File: src/rtl/mem_port_arbiter.sv
// Two-requester memory port arbiter: data access (DM) has priority over instruction fetch (IF).
// Optional IF starvation guard is enabled by defining MEM_ARB_STARVE_GUARD_EN.
`ifndef WORD_WIDTH
`define WORD_WIDTH 32
`endif

module mem_port_arbiter #(
    parameter int unsigned W          = `WORD_WIDTH,
    parameter int unsigned STARVE_MAX = 4
) (
    input  logic         clk,
    input  logic         rst,
    input  logic         if_req,
    input  logic [W-1:0] if_addr,
    output logic [W-1:0] if_rdata,
    output logic         if_ack,
    input  logic         dm_req,
    input  logic         dm_we,
    input  logic [3:0]   dm_be,
    input  logic [W-1:0] dm_addr,
    input  logic [W-1:0] dm_wdata,
    output logic [W-1:0] dm_rdata,
    output logic         dm_ack,
    output logic         mem_req,
    output logic         mem_we,
    output logic [3:0]   mem_be,
    output logic [W-1:0] mem_addr,
    output logic [W-1:0] mem_wdata,
    input  logic [W-1:0] mem_rdata,
    input  logic         mem_ack,
    output logic         busy
);

    typedef enum logic [2:0] {
        IDLE,
        IF_BUSY,
        DM_BUSY,
        IF_RESP,
        DM_RESP
    } state_t;

    state_t       state, state_nxt;
    logic         mem_req_nxt;
    logic         mem_we_nxt;
    logic [3:0]   mem_be_nxt;
    logic [W-1:0] mem_addr_nxt;
    logic [W-1:0] mem_wdata_nxt;
    logic [W-1:0] if_rdata_nxt;
    logic [W-1:0] dm_rdata_nxt;
    logic         grant_dm;
    logic         grant_if;

`ifdef MEM_ARB_STARVE_GUARD_EN
    localparam int unsigned CW =
        ($clog2(STARVE_MAX + 1) > 3) ? $clog2(STARVE_MAX + 1) : 3;
    localparam logic [CW-1:0] STARVE_LIM = CW'(STARVE_MAX);

    logic [CW-1:0] starve_cnt;
    logic          starve_force;

    // IF overrides DM only once DM has won STARVE_MAX times in a row while IF waited
    assign starve_force = if_req && (starve_cnt == STARVE_LIM);
    assign grant_dm     = dm_req && !starve_force;
    assign grant_if     = if_req && !grant_dm;

    always_ff @(posedge clk or negedge rst) begin
        if (!rst) begin
            starve_cnt <= '0;
        end else if (state == IDLE) begin
            if (grant_dm) begin
                starve_cnt <= if_req ? starve_cnt + 1'b1 : '0;
            end else if (grant_if) begin
                starve_cnt <= '0;
            end
        end
    end
`else
    assign grant_dm = dm_req;
    assign grant_if = if_req && !dm_req;
`endif

    always_comb begin
        state_nxt     = state;
        mem_req_nxt   = mem_req;
        mem_we_nxt    = mem_we;
        mem_be_nxt    = mem_be;
        mem_addr_nxt  = mem_addr;
        mem_wdata_nxt = mem_wdata;
        if_rdata_nxt  = if_rdata;
        dm_rdata_nxt  = dm_rdata;

        case (state)
            IDLE: begin
                if (grant_dm) begin
                    mem_req_nxt   = 1'b1;
                    mem_we_nxt    = dm_we;
                    mem_be_nxt    = dm_be;
                    mem_addr_nxt  = dm_addr;
                    mem_wdata_nxt = dm_wdata;
                    state_nxt     = DM_BUSY;
                end else if (grant_if) begin
                    mem_req_nxt   = 1'b1;
                    mem_we_nxt    = 1'b0;
                    mem_be_nxt    = '1;
                    mem_addr_nxt  = if_addr;
                    mem_wdata_nxt = '0;
                    state_nxt     = IF_BUSY;
                end else begin
                    mem_req_nxt   = 1'b0;
                end
            end
            IF_BUSY: begin
                if (mem_req && mem_ack) begin
                    mem_req_nxt  = 1'b0;
                    mem_we_nxt   = 1'b0;
                    if_rdata_nxt = mem_rdata;
                    state_nxt    = IF_RESP;
                end
            end
            DM_BUSY: begin
                if (mem_req && mem_ack) begin
                    mem_req_nxt = 1'b0;
                    mem_we_nxt  = 1'b0;
                    // stores complete without disturbing the last load value
                    if (!mem_we) begin
                        dm_rdata_nxt = mem_rdata;
                    end
                    state_nxt   = DM_RESP;
                end
            end
            IF_RESP: state_nxt = IDLE;
            DM_RESP: state_nxt = IDLE;
            default: state_nxt = IDLE;
        endcase
    end

    always_ff @(posedge clk or negedge rst) begin
        if (!rst) begin
            state     <= IDLE;
            mem_req   <= 1'b0;
            mem_we    <= 1'b0;
            mem_be    <= '0;
            mem_addr  <= '0;
            mem_wdata <= '0;
            if_rdata  <= '0;
            dm_rdata  <= '0;
        end else begin
            state     <= state_nxt;
            mem_req   <= mem_req_nxt;
            mem_we    <= mem_we_nxt;
            mem_be    <= mem_be_nxt;
            mem_addr  <= mem_addr_nxt;
            mem_wdata <= mem_wdata_nxt;
            if_rdata  <= if_rdata_nxt;
            dm_rdata  <= dm_rdata_nxt;
        end
    end

    assign if_ack = (state == IF_RESP);
    assign dm_ack = (state == DM_RESP);
    assign busy   = (state != IDLE);

endmodule

File: config.mk
export PLATFORM = sky130hd
export DESIGN_NAME = mem_port_arbiter
export DESIGN_NICKNAME = d
export VERILOG_FILES = /design/src/rtl/mem_port_arbiter.sv
export SDC_FILE = /design/constraint.sdc
export NUM_CORES = 1
export LEC_CHECK = 0
export CAP_MARGIN = 15
export CORE_ASPECT_RATIO = 1.25
export CORE_MARGIN = 2
export CORE_UTILIZATION = 40
export CTS_CLUSTER_DIAMETER = 120
export DETAILED_ROUTE_END_ITERATION = 10
export PLACE_DENSITY = 0.8
export SLEW_MARGIN = 20
export SYNTH_ARGS = -nofsm -noshare
export SYNTH_HDL_FRONTEND = slang
export SYNTH_SLANG_ARGS = --single-unit
File: constraint.sdc
create_clock -name clk -period 2.2 [get_ports clk]
set_input_delay 0.44 -clock clk [delete_from_list [all_inputs] [get_ports clk]]
set_output_delay 0.44 -clock clk [all_outputs]
set_load 0.005 [all_outputs]
==> metrics, run 1 <==
largest cells by area after synthesis=dfrtp_1, mux2_2, mux2i_1; cell area power density=roughly 1400 mW/mm2; Worst Setup End Kind=output pin; largest net degree at the start of global routing=98; multi-input logic area=~0.0018 mm2; setup violators final=0; CTS max path bufs=2; final wirelength=around 15 mm; placed instance area=between 0.008 and 0.009 mm2; Synth Area in Adders=0; CP Data Required Time=1.76 ns; CTS sink cnt=about 140; Starting Density=0.409; Core Region=between 0.01 and 0.015 mm2; Worst-path clk slew=0.06 ns; antenna cells=0; I/O pin count=~280; worst-path fanout max=5; Routability Congestion=roughly 0.8; RSZ-0062 raised after global routing=false; Max Cap Viol=0; critical path arrival=~1.7 ns; cell internal pwr=between 8000 and 9000 uW; number of global-route vias before repair=4432; final hold vios=0; Setup crit start=state[0]; Yosys top cell by area=dfrtp_1; vias per cell=between 4 and 5; die height=134 um; CP Launch Type=register; Tcrit/Tclk final=0.967; max-slew violations=0; Seq pwr share=0.357; Worst Hold Class=in -> async; Die Footprint=0.0145 mm2; initial antenna violation count=0; drt wl/cell=about 17 um; gr ovfl total=0; highest clock rate=between 400 and 500 MHz; reg2reg start=state[0]; CTS tree=yes; Finished Cell Area=0.00896 mm2; commonest non-fill, non-tap cell in the layout=clkdlybuf4s50_1; Seq cells post-synth=about 140; clock power share=0.223; IO Port Bufs=274; Logic pwr share=0.420; Post-synth EDFFs=0; run status=complete, no violations; Simple-Gate Fraction of Synth Area=0.0432; Clock Latency Late Sink=just over 0.4 ns; Tightest Pin Transition=around 0.56 ns; DRC=0; sequential cell area=~0.0034 mm2; Sw Pwr=around 3600 uW; root buffer cell=clkbuf_16; Clock Skews=0.0135 ns; Synthesized Nets=529; setup tns final=0 ns; Die W=108 um; complex-gate fraction of the synthesized area=0.0966; Num CTS Buffers=17; warnings from Yosys=0; Synth Instances=roughly 390; Synth top area share=0.633; nets@finish=slightly above 800; most frequent cells in the layout=clkdlybuf4s50_1, dfrtp_1, mux2_2; clock period minus worst slack=2.13 ns; Cell variety after synth=27; Switching Fraction=0.291; largest family of logic cells by synthesized area=multiplexers; # hold bufs at CTS=0; Avg Inst Size Synth=around 14 um2; first-pass GRT wire length=23.2 mm; drt first-iter violations=around 110; Tot GR Track Use=0.208; maximum VDD drop=about 1100 uV; Pre-Repair DR Iteration Count=4; Primary FF master, synth=dfrtp_1; critical path class=reg -> out; Mapped Area=0.00541 mm2; Filler cells=964; H-tree lvl count=4; P_leak=about 0.004 uW; Area Growth Syn to Fin=65.5%; via count=4154; post-synthesis sequential area ratio=0.633; layout cells sized above 1=0.170; mux cell area share after synthesis=0.194; Synth Area in XOR/XNOR=0.00162; Slew Limit Headroom=0.625; Antenna Nets Post-Route=0; Core Rows=47; FFs w/ async S/R, synth=1.00; hpwl dp=around 11 mm
-- final timing paths --
kind | to | slack [ns] | cells after the start
max in group asynchronous | mem_wdata[10] | 1.52 | 2
worst min-delay path | if_rdata[6] | 0.02 | 1
worst min register to register | mem_addr[0] | 0.48 | 2
min in group clk | state[0] | 0.46 | 4
worst max-delay path | busy | 0.07 | 2
worst max register to register | mem_wdata[28] | 0.42 | 4
-- synthesized netlist by cell type, types with 2 or more instances --
library cell    n
mux2i_1        33
a22o_1         32
dfrtp_1       137
a21oi_1         4
mux2_2         64
buf_1           2
nand2_1        36
clkbuf_2        2
nor2_1          5
o21ai_0         4
o21ai_1        29
and2_1          2
o22a_1          4
clkbuf_1        2
a211oi_1        2
buf_2          16
inv_1           2
buf_6           5
nand3_1         2
-- sequential cells by signal, indices dropped and copies added, names as in the netlist --
register,cells
state,3
mem_we,1
mem_addr,32
mem_req,1
mem_wdata,32
dm_rdata,32
mem_be,4
if_rdata,32
-- power by group through the flow --
stage | Clock [uW] | Sequential [uW] | Combinational [uW]
2_1_floorplan | 0 | 4430 | 1960
3_3_place_gp | 0 | 4360 | 5010
3_5_place_dp | 0 | 4430 | 5130
4_1_cts | 2810 | 4400 | 5210
5_1_grt | 2940 | 4540 | 5550
6_report | 2750 | 4400 | 5180
-- per-layer routing --
layer  GRT usage  routed length, um  vias up  part of all wire
met5           0                  0        -                 0
met3      0.0534                815       20             0.055
met2       0.382               8200      144              0.55
met1       0.231               5600     2029              0.37
met4      0.0741                318        0             0.021
li1            -                  -     1961                 -
-- cells by family (layout without fill, tap and decap cells) --
logic type | count (synthesis) | in the layout
flip-flops | 137 | 137
AO/OA/AOI/OAI | 76 | 76
buffers and inverters | 29 | 321
XOR/XNOR | 1 | 1
multiplexers | 97 | 97
AND/OR/NAND/NOR | 51 | 51
-- metrics by stage --
stage	instances	setup WS (ns)	hold slack [ns]	util	power, uW
floorplan	391	0.499	0.144	-	6390
detailed placement	818	0.0999	0.470	0.630	9560
CTS	852	0.0366	0.0269	0.676	12400
global placement	818	0.126	0.459	0.630	9370
finish	854	0.0737	0.0227	0.677	12300
global route	854	0.00669	0.0438	0.677	13000
-- worst max-delay path, cell delays in order, from the launching register on --
cell and delay, ns:
dfrtp_2 0.45, or3_4 0.39, clkdlybuf4s50_1 0.45
-- repair_timing --
item | in CTS | in global routing
setup endpoints to repair | 2 | 2
setup buffers | 2 | 2
gates resized for setup | 3 | 1
hold endpoints to repair | 0 | 0
-- area by class of cell --
class	count	area share
Timing Repair Buffer	287	0.323
Clock inverter	13	0.0162
Tap cell	171	0.0239
Sequential cell	137	0.383
Multi-Input combinational cell	225	0.205
Clock buffer	19	0.0483
Inverter	2	0.000838
Power figures use the tool's default switching activity.
==> run 2: changes to the inputs <==
--- a/config.mk
+++ b/config.mk
@@ -12,7 +12,7 @@
 export CTS_CLUSTER_DIAMETER = 120
 export DETAILED_ROUTE_END_ITERATION = 10
 export PLACE_DENSITY = 0.8
-export SLEW_MARGIN = 20
+export SLEW_MARGIN = 40
 export SYNTH_ARGS = -nofsm -noshare
 export SYNTH_HDL_FRONTEND = slang
 export SYNTH_SLANG_ARGS = --single-unit
==> constraint.sdc (replaced) <==
create_clock -name clk -period 2.1 [get_ports clk]
set_input_delay 0.42 -clock clk [delete_from_list [all_inputs] [get_ports clk]]
set_output_delay 0.42 -clock clk [all_outputs]
set_load 0.005 [all_outputs]
==> run 2 against run 1 <==
Net effect:
- combinational power increased by 4.8%
- global-route usage increased by 0.57 points
- first-iteration DRC count increased by 12%
- highest routed layer unchanged
- routed wire length increased by 1.2%
- clock power about the same
- die area unchanged
- cell count increased by 0.12%
- non-clock buffer count increased by 1
- total power increased by 3.9%
- critical endpoint unchanged
==> metrics, run 2 (synthesis results as in run 1) <==
critical path class=reg -> out; Sw Pwr=between 3000 and 4000 uW; final wirelength=15.1 mm; I/O pin count=275; crit-path max cell delay=approximately 0.43 ns; vias per cell=between 4 and 5; gr ovfl total=0; H-tree lvl count=4; initial antenna violation count=0; busiest grt layer=met2; Max Cap Viol=0; Die Footprint=about 0.014 mm2; Logic pwr share=0.424; Num CTS Buffers=17; Worst R2R End=mem_wdata[6]; clock power share=0.217; CTS tree=yes; CP Launch Type=register; maximum VDD drop=786 uV; clock period minus worst slack=2.05 ns; root buffer cell=clkbuf_16; worst-path cell chain=buf_4 -> or3_4 -> dlygate4sd2_1; Global Route met2 Usage=0.396; Tightest Pin Transition=between 0.5 and 0.6 ns; layout cells sized above 1=0.174; Die W=about 110 um; Core Rows=47; max-slew violations=0; IO Port Bufs=roughly 270; Core Region=between 0.01 and 0.015 mm2; Clock Skews=0.0117 ns; run status=complete, no violations; critical path buffer and inverter count=2; final hold vios=0; nets@finish=a little over 800; met1 GRT Util=0.231; CP max stage cell=dfrtp_2; Area Growth Syn to Fin=65.4%; drt wl/cell=~18 um; CTS sink cnt=roughly 140; first-pass GRT wire length=between 20 and 25 mm; setup violators final=0; highest clock rate=between 400 and 500 MHz; worst-path fanout max=3; Worst Hold Class=in -> async; Slew Limit Headroom=0.622; RSZ-0062 raised after global routing=false; fin cells=~860; Worst Setup End Kind=output pin; largest net degree at the start of global routing=slightly below 100; Antenna Nets Post-Route=0; DRC=0; GRT met3 Usage=0.0573; drt first-iter violations=between 100 and 150; P_leak=~0.0039 uW; total power draw=12800 uW; Pre-Repair DR Iteration Count=6; CP Data Required Time=between 1.5 and 2 ns; hpwl dp=between 10 and 15 mm; r2r setup slk=~0.20 ns; Worst-path clk slew=approximately 0.06 ns; Clock Latency Late Sink=0.41 ns; setup tns final=0 ns; Routability Congestion=a little over 0.8; antenna cells=0; CP top delay family=flip-flops; FF-to-FF path depth=5; most frequent cells in the layout=clkdlybuf4s50_1, dfrtp_1, mux2_2; die height=approximately 130 um; reg2reg start=state[0]; Switching Fraction=0.298; critical path arrival=between 1.5 and 2 ns; cell area power density=~1400 mW/mm2; Starting Density=0.409; cell internal pwr=between 8000 and 9000 uW; commonest non-fill, non-tap cell in the layout=clkdlybuf4s50_1; Tcrit/Tclk final=0.976; placed instance count=between 800 and 900; number of global-route vias before repair=approximately 4600; via count=between 4000 and 5000; Tot GR Track Use=0.214; CTS max path bufs=2; Seq pwr share=0.359
run 2: cell count changes in the layout (fill, tap and decap cells not counted):
cell	before	now
clkinv_2	3	0
inv_6	2	4
clkinvlp_4	2	5
bufinv_16	2	0
clkbuf_1	2	0
buf_4	9	10
dlymetal6s2s_1	0	1
clkdlybuf4s50_1	272	270
clkbuf_8	0	2
dlygate4sd2_1	0	1
run 2: worst max path at each step:
stage | startpoint | endpoint | slack, ns | cells after the start
after floorplan | state[0] | mem_addr[22] | 0.40 | 8
after global placement | mem_ack | dm_rdata[12] | 0.04 | 6
after detailed placement | mem_ack | dm_rdata[31] | 0.01 | 6
after CTS | state[0] | dm_ack | 0.01 | 3
after global routing | state[0] | dm_ack | 0.01 | 3
final | state[0] | busy | 0.05 | 3
run 2: cell type report:
class	instances	area, um2
multi-input cells	225	1830
flip-flops and latches	137	3430
repair buffers	288	2900
fillers	952	4280
well taps	171	214
inverters	2	7.51
clock inverters	13	110
clock buffers	19	453
run 2: routing by layer:
layer,vias up,share of wire
li1,1959,-
met1,2106,0.36
met2,153,0.56
met3,24,0.060
met4,0,0.021
met5,-,0
run 2: power by group through the flow:
stage / combinational (uW) / sequential, uW / clock (uW)
floorplan: 2060 / 4640 / 0
global placement: 5270 / 4560 / 0
detailed placement: 5420 / 4630 / 0
CTS: 5500 / 4600 / 2830
global route: 5840 / 4750 / 2950
finish: 5430 / 4600 / 2770
run 2: repair_timing:
| item | 4_1_cts | 5_1_grt |
|---|---|---|
| hold buffers | 0 | 0 |
| gates resized for setup | 4 | 2 |
| setup endpoints to repair | 3 | 2 |
| setup buffers | 3 | 1 |
run 2: through the flow:
stage | hold slack [ns] | utilization | cell area (um2) | setup WS [ns]
2_1_floorplan | 0.124 | - | 5410 | 0.399
3_3_place_gp | 0.441 | 0.631 | 8350 | 0.0447
3_5_place_dp | 0.445 | 0.631 | 8350 | 0.0105
4_1_cts | 0.00281 | 0.675 | 8940 | 0.0141
5_1_grt | 0.0257 | 0.677 | 8950 | 0.0107
6_report | 0.00161 | 0.677 | 8950 | 0.0514
